$ cat src/rtl/lsu_mem_stage.sv
// Load/store unit between execute and writeback: one op in flight, lane-shifted
// stores with byte strobes, aligned and sign/zero-extended loads.
module lsu_mem_stage #(
    parameter int DATA_WIDTH = 64
) (
    input  logic                  clk,
    input  logic                  rst,
    input  logic                  req_valid,
    output logic                  req_ready,
    input  logic                  req_is_store,
    input  logic [2:0]            req_funct3,
    input  logic [DATA_WIDTH-1:0] req_addr,
    input  logic [DATA_WIDTH-1:0] req_wdata,
    input  logic [4:0]            req_rd,
    output logic                  mem_req_valid,
    input  logic                  mem_req_ready,
    output logic                  mem_req_we,
    output logic [DATA_WIDTH-1:0] mem_req_addr,
    output logic [DATA_WIDTH-1:0] mem_req_wdata,
    output logic [7:0]            mem_req_wstrb,
    input  logic                  mem_resp_valid,
    input  logic [DATA_WIDTH-1:0] mem_resp_rdata,
    output logic                  resp_valid,
    input  logic                  resp_ready,
    output logic [DATA_WIDTH-1:0] resp_data,
    output logic [4:0]            resp_rd,
    output logic                  resp_fault
);

    typedef enum logic [1:0] {IDLE, MREQ, MWAIT, RESP} state_t;

    state_t                state_q, state_d;
    logic [2:0]            off_q, off_d;
    logic [2:0]            funct3_q, funct3_d;
    logic                  is_store_q, is_store_d;
    logic                  mem_we_q, mem_we_d;
    logic [DATA_WIDTH-1:0] mem_addr_q, mem_addr_d;
    logic [DATA_WIDTH-1:0] mem_wdata_q, mem_wdata_d;
    logic [7:0]            mem_wstrb_q, mem_wstrb_d;
    logic [DATA_WIDTH-1:0] resp_data_q, resp_data_d;
    logic [4:0]            resp_rd_q, resp_rd_d;
    logic                  resp_fault_q, resp_fault_d;

    logic [7:0]            size_mask;
    logic                  misaligned;
    logic                  illegal;
    logic [DATA_WIDTH-1:0] load_shifted;
    logic [DATA_WIDTH-1:0] load_ext;

    always_comb begin
        size_mask  = 8'h01;
        misaligned = 1'b0;
        case (req_funct3[1:0])
            2'b00: begin size_mask = 8'h01; misaligned = 1'b0;            end
            2'b01: begin size_mask = 8'h03; misaligned = req_addr[0];     end
            2'b10: begin size_mask = 8'h0F; misaligned = |req_addr[1:0];  end
            default: begin size_mask = 8'hFF; misaligned = |req_addr[2:0]; end
        endcase
        illegal = req_is_store ? req_funct3[2] : (req_funct3 == 3'b111);
    end

    // Loaded doubleword is brought down to bit 0 before extension.
    always_comb begin
        load_shifted = mem_resp_rdata >> {off_q, 3'b000};
        case (funct3_q)
            3'b000:  load_ext = {{56{load_shifted[7]}},  load_shifted[7:0]};
            3'b001:  load_ext = {{48{load_shifted[15]}}, load_shifted[15:0]};
            3'b010:  load_ext = {{32{load_shifted[31]}}, load_shifted[31:0]};
            3'b100:  load_ext = {56'd0, load_shifted[7:0]};
            3'b101:  load_ext = {48'd0, load_shifted[15:0]};
            3'b110:  load_ext = {32'd0, load_shifted[31:0]};
            default: load_ext = load_shifted;
        endcase
    end

    always_comb begin
        state_d      = state_q;
        off_d        = off_q;
        funct3_d     = funct3_q;
        is_store_d   = is_store_q;
        mem_we_d     = mem_we_q;
        mem_addr_d   = mem_addr_q;
        mem_wdata_d  = mem_wdata_q;
        mem_wstrb_d  = mem_wstrb_q;
        resp_data_d  = resp_data_q;
        resp_rd_d    = resp_rd_q;
        resp_fault_d = resp_fault_q;
        case (state_q)
            IDLE: begin
                if (req_valid) begin
                    off_d       = req_addr[2:0];
                    funct3_d    = req_funct3;
                    is_store_d  = req_is_store;
                    resp_rd_d   = req_rd;
                    resp_data_d = '0;
                    if (illegal || misaligned) begin
                        resp_fault_d = 1'b1;
                        mem_we_d     = 1'b0;
                        mem_addr_d   = '0;
                        mem_wdata_d  = '0;
                        mem_wstrb_d  = '0;
                        state_d      = RESP;
                    end else begin
                        resp_fault_d = 1'b0;
                        mem_we_d     = req_is_store;
                        mem_addr_d   = {req_addr[DATA_WIDTH-1:3], 3'b000};
                        mem_wdata_d  = req_is_store ? (req_wdata << {req_addr[2:0], 3'b000}) : '0;
                        mem_wstrb_d  = req_is_store ? (size_mask << req_addr[2:0]) : 8'h00;
                        state_d      = MREQ;
                    end
                end
            end
            MREQ: begin
                if (mem_req_ready) state_d = MWAIT;
            end
            MWAIT: begin
                if (mem_resp_valid) begin
                    resp_data_d = is_store_q ? '0 : load_ext;
                    state_d     = RESP;
                end
            end
            default: begin
                if (resp_ready) state_d = IDLE;
            end
        endcase
    end

    always_ff @(posedge clk or posedge rst) begin
        if (rst) begin
            state_q      <= IDLE;
            off_q        <= '0;
            funct3_q     <= '0;
            is_store_q   <= 1'b0;
            mem_we_q     <= 1'b0;
            mem_addr_q   <= '0;
            mem_wdata_q  <= '0;
            mem_wstrb_q  <= '0;
            resp_data_q  <= '0;
            resp_rd_q    <= '0;
            resp_fault_q <= 1'b0;
        end else begin
            state_q      <= state_d;
            off_q        <= off_d;
            funct3_q     <= funct3_d;
            is_store_q   <= is_store_d;
            mem_we_q     <= mem_we_d;
            mem_addr_q   <= mem_addr_d;
            mem_wdata_q  <= mem_wdata_d;
            mem_wstrb_q  <= mem_wstrb_d;
            resp_data_q  <= resp_data_d;
            resp_rd_q    <= resp_rd_d;
            resp_fault_q <= resp_fault_d;
        end
    end

    assign req_ready     = (state_q == IDLE);
    assign mem_req_valid = (state_q == MREQ);
    assign mem_req_we    = mem_we_q;
    assign mem_req_addr  = mem_addr_q;
    assign mem_req_wdata = mem_wdata_q;
    assign mem_req_wstrb = mem_wstrb_q;
    assign resp_valid    = (state_q == RESP);
    assign resp_data     = resp_data_q;
    assign resp_rd       = resp_rd_q;
    assign resp_fault    = resp_fault_q;

endmodule

$ cat config.mk
export PLATFORM = sky130hd
export DESIGN_NAME = lsu_mem_stage
export DESIGN_NICKNAME = d
export VERILOG_FILES = /design/src/rtl/lsu_mem_stage.sv
export SDC_FILE = /design/constraint.sdc
export NUM_CORES = 1
export LEC_CHECK = 0
export ABC_AREA = 1
export BUFFER_PORTS_ARGS = -buffer_cell sky130_fd_sc_hd__buf_2
export CAP_MARGIN = 30
export CORE_MARGIN = 2
export CORE_UTILIZATION = 30
export DETAILED_ROUTE_END_ITERATION = 8
export SYNTH_ARGS = -nofsm -noshare
export SYNTH_HDL_FRONTEND = slang
export SYNTH_SLANG_ARGS = --single-unit
$ cat constraint.sdc
create_clock -name clk -period 10.3 [get_ports clk]
set_clock_uncertainty 0.1 [all_clocks]
set_input_delay 2.575 -clock clk [delete_from_list [all_inputs] [get_ports clk]]
set_output_delay 2.575 -clock clk [all_outputs]
set_load 0.01 [all_outputs]
# Word level (Yosys, flattened, before mapping)
# Index checks and enable logic that the tools add are counted.
[totals]
reg_bits = 216
inputBits = 207
out_inout_bits = 210
word_cells = 60
[op_classes]
n_eq_ne = 14
n_shift = 3
n_mux = 21
n_reduce_logical = 11
[ops]
columns = ["operator", "n"]
rows = [
  ["$mux 64", 6],
  ["$pmux 64 s6", 1],
  ["$pmux 64 s2", 1],
  ["$shl 64x6->64", 1],
  ["$shr 64x6->64", 1],
  ["$pmux 8 s3", 1],
  ["$mux 8", 2],
  ["$eq 3x3->1 const B", 4],
  ["$mux 2", 5],
  ["$shl 8x3->8", 1],
  ["$eq 2x2->1 const B", 3],
  ["$pmux 2 s3", 1],
  ["$eq 2x1->1 const B", 2],
  ["$logic_not 2->1", 2],
  ["$ne 2x2->1 const B", 2],
  ["$reduce_and 4->1", 1],
  ["$reduce_bool 4->1", 1],
  ["$eq 3x1->1 const B", 1],
  ["$eq 3x2->1 const B", 1],
  ["$logic_not 3->1", 1],
  ["$mux 1", 3],
  ["$pmux 1 s3", 1],
  ["$reduce_and 3->1", 1],
  ["$reduce_or 3->1", 1],
  ["other kinds (5)", 5],
]

# Logic depth before layout (Yosys ltp)
[logic_depth]
ltp_word = 6
ltp_mapped = 14
mapped_depth_nobuf = 11

# Worst setup path before layout
# No wires, ideal clock.
[synth_timing]
path_kind = "input port to flip-flop"
startpoint = "input req_addr[2]"
endpoint = "register mem_wdata_q[32] (netlist: mem_req_wdata[32])"
setup_ns = 0.066
arrival_time_ns = 3.633
t_required_ns = 10.134
path_slack_ns = 6.501
stages = 10
n_path_buf = 3
cell_sequence = "buf_2 -> clkinv_2 -> nand2_1 -> o21ai_2 -> nand2_2 -> nor2_4 -> buf_6 -> buf_6 -> nand2_1 -> nand2_1"
[synth_via]
elab_chain_cells = 4
elab_cells_between_ends = 6
classes_between = "shift (1); mux (3); reduce/logical (2)"
[synth_rtl]
columns = ["element", "line_no", "text"]
rows = [
  ["from (decl)", "12", "input logic [DATA_WIDTH-1:0] req_addr,"],
  ["parallel branches: the longest is 3 deep, another holds $shl 64x6->64", "--", ""],
  ["$mux 64 (*)", "96", "if (illegal || misaligned) begin"],
  ["to (signal assigned)", "148", "mem_wdata_q <= mem_wdata_d;"],
  ["to (decl)", "38", "logic [DATA_WIDTH-1:0] mem_wdata_q, mem_wdata_d;"],
]
# Every way passes the cells marked *.
# A chain may end at the register's enable or synchronous reset.

# Worst setup path after layout
[layout_timing]
startpoint = "input req_addr[1]"
endpoint = "register mem_wdata_q[47] (netlist: mem_req_wdata[47])"
[layout_via]
elab_chain_cells = 4
elab_cells_between_ends = 7
classes_between = "shift (1); mux (3); reduce/logical (3)"
[layout_rtl]
columns = ["element", "line_no"]
rows = [
  ["parallel branches: the longest is 3 deep, another holds $shl 64x6->64", "--"],
  ["$mux 64 (*)", "96"],
]
# Marks and branches as above.

==> impl_metrics.yaml <==
outcome:
  status: "finished, final reports clean"
sta:
  fin_setup_tns_ns: 0
  worstMarginPinSlew_ns: 0.934
  fmax_mhz: 197
  layout_setup_ws_ns: 5.22
  drv_slew: 0
  finalCritPeriodShare: 0.493
  relSlewSlack: 0.377
  finalHoldViolations: 0
  fin_crit_ns: 5.08
  setup_viol: 0
  rsz0062_at_grt: "false"
critical_path:
  slowest_stage: "inv_2"
  worstPathArrival_ns: 5.43
  crit_path_end_kind: "flip-flop"
  ff2ff_setup_slack_ns: 7.25
  worstPathRequired_ns: 10.66
  path_cells: "buf_2 > inv_2 > nand2_1 > o211ai_1 > nand2_2 > nor2_4 > buf_4 > inv_2 > o21ai_0"
  start_kind: "input port"
  worst_path_most_repeated_cell: "inv_2"
  crit_fanout: 60
  crit_type: "in -> reg"
  critPathMaxStageDelay_ns: 0.81
logic_synthesis:
  synth_seq_cells: 213
  synth.avg_cell_area_um2: 7.43
  yosysWarnings: 0
  synth-edff-count: 0
  ys.flop_type: "dfrtp_1"
  synthCells: 1609
  synth_seq_area_share: 0.446
  synthTopCellsByCount: "nand2_1 (656), dfrtp_1 (213), nand3_1 (132)"
  synth_area_leaders: "dfrtp_1 (45%), nand2_1 (21%), nand3_1 (5.5%)"
  syn-cell-area_um2: 12000
  yosysMostFrequentCell: "nand2_1"
  synth_top_cell_area_share: 0.446
  async_flop_share: 1.00
  yosysUniqueCellTypes: 38
  yosys.area.top_type: "dfrtp_1"
floorplan:
  rows: 73
  start_util: 0.302
  die_width_um: 204
  ios: 417
  die_h_um: 204
  die_area_um2: 41500
  coreArea_um2: 39500
global_route:
  grt_overflow_total: 0
  grtUsageTotal: 0.218
  grt_pass1_wl_um: 70500
  grt_pass1_vias: 12100
  antenna_found_initial: 3
  grt_max_degree: 95
place:
  gp_congestion: 0.977
  placed_cells: 2444
  pre_cts_slack_ns: 4.72
  portBuffers: 413
  dp_hpwl_um: 33800
cells_and_area:
  multi_input_area_um2: 5740
  register_area_um2: 5330
  diodes: 0
  area_growth_syn_to_layout_pct: 26.0
  final_cells: 2492
  finish.net_count: 2158
  drive_above_1_share: 0.265
  nFillCells: 4231
drt:
  wire_per_inst_um: 18.6
  vias: 12400
  drc_errors: 0
  drt_iter0_drc: 1064
  wl_um: 46400
  ant_nets: 0
  firstDrtPassIters: 5
  vias_per_cell: 4.97
cts:
  cts_buffers: 26
  ctsHoldBuffers: 0
  clock_latency_ns: 0.54
  cts.sinks: 213
  path_clk_slew_ns: 0.06
  cts_max_level: 1
  cts_resized: 0
  postCtsSetupBuffers: 0
  cts_tree: "done"
  clockBufferDepth: 3
  clockRootBuffer: "clkbuf_16"
power:
  peakVddDrop_uv: 170
  powerDensity_nw_per_um2: 278
  p_leak_uw: 0.00862
job:
  cap_violations: 0
worst_hold_path:
  min_path_type: "reg -> reg"
==> final cells by class <==
class | instances | share of cell area
multi-input cells | 1208 | 0.381
clock buffers | 39 | 0.0497
flip-flops and latches | 213 | 0.354
well taps | 525 | 0.0436
inverters | 70 | 0.0185
repair buffers | 428 | 0.146
clock inverters | 9 | 0.00772
==> layer usage <==
layer | part of all wire | GRT usage
met2 | 0.48 | 0.365
met4 | 0.033 | 0.0782
met3 | 0.073 | 0.0372
met1 | 0.42 | 0.282
met5 | 0.00056 | 0
==> stage by stage <==
step	power [µW]	instance area [µm²]	hold slack, ns	utilization
4_1_cts	4230	15100	0.375	0.381
6_report	4190	15100	0.370	0.381
2_1_floorplan	2590	12000	0.374	-
3_5_place_dp	3280	14200	0.360	0.359
3_3_place_gp	3250	14200	0.358	0.358
5_1_grt	4510	15100	0.404	0.381
==> flip-flops by register name, indices dropped and copies added (netlist names), 2 cells and up <==
name and flops:
mem_req_addr 61, resp_rd 5, funct3_q 3, off_q 3, mem_req_wdata 64, resp_data 64, mem_req_wstrb 8, state_q 2
==> power breakdown <==
group | total (µW) | leakage, µW | switching (µW) | internal, µW
logic | 1930 | 0.00531 | 1280 | 650
registers | 1340 | 0.00288 | 200 | 1140
clock network | 928 | 0.000421 | 373 | 555
total | 4190 | 0.00862 | 1850 | 2340
==> final timing paths <==
check	from	to	cells after the start
setup reg to reg	state_q[0]$_DFFE_PP0P_	mem_req_wdata[47]$_DFFE_PP0P_	9
max in group asynchronous	rst	resp_data[36]$_DFFE_PP0P_	3
hold reg to reg	resp_rd[3]$_DFFE_PP0P_	resp_rd[3]$_DFFE_PP0P_	2
setup / recovery	req_addr[1]	mem_req_wdata[47]$_DFFE_PP0P_	9
min in group asynchronous	rst	resp_data[53]$_DFFE_PP0P_	2
hold / removal	resp_rd[3]$_DFFE_PP0P_	resp_rd[3]$_DFFE_PP0P_	2
==> cell usage in the layout, fill, tap and decap left out, types with 2 or more instances in the layout <==
master	count
o21a_1	10
o22ai_1	8
or2_2	10
nand2_4	3
inv_2	6
nand2_1	656
ha_1	4
nand3_1	132
conb_1	3
clkbuf_1	8
dfrtp_1	212
o211ai_1	23
o21ai_1	13
and2_1	3
nor2_1	54
nand2_2	24
mux2i_1	14
clkbuf_16	26
inv_1	60
clkinv_2	4
inv_6	2
and2_0	2
o21ai_0	128
a22o_1	72
clkbuf_8	5
bufinv_16	2
nor2_4	2
buf_4	14
a211oi_1	3
a21oi_1	38
buf_2	413
==> worst max-delay path, delay by kind of cell <==
family	cells	cell delay (ns)
buffers and inverters	4	2.00
AO/OA/AOI/OAI	2	0.43
AND/OR/NAND/NOR	3	0.39
==> cell families (layout without fill, tap and decap cells) <==
family | Yosys count | after routing | synth area share
and+or+nand+nor | 890 | 890 | 0.307
AOI/OAI and AO/OA | 297 | 297 | 0.156
DFF | 213 | 213 | 0.446
buffers and inverters | 190 | 546 | 0.0754
muxes | 14 | 14 | 0.0117
adders and majority gates | 4 | 4 | 0.00419
other | 1 | 3 | 0.000314
Note: power is estimated with default switching activity, not from simulation.
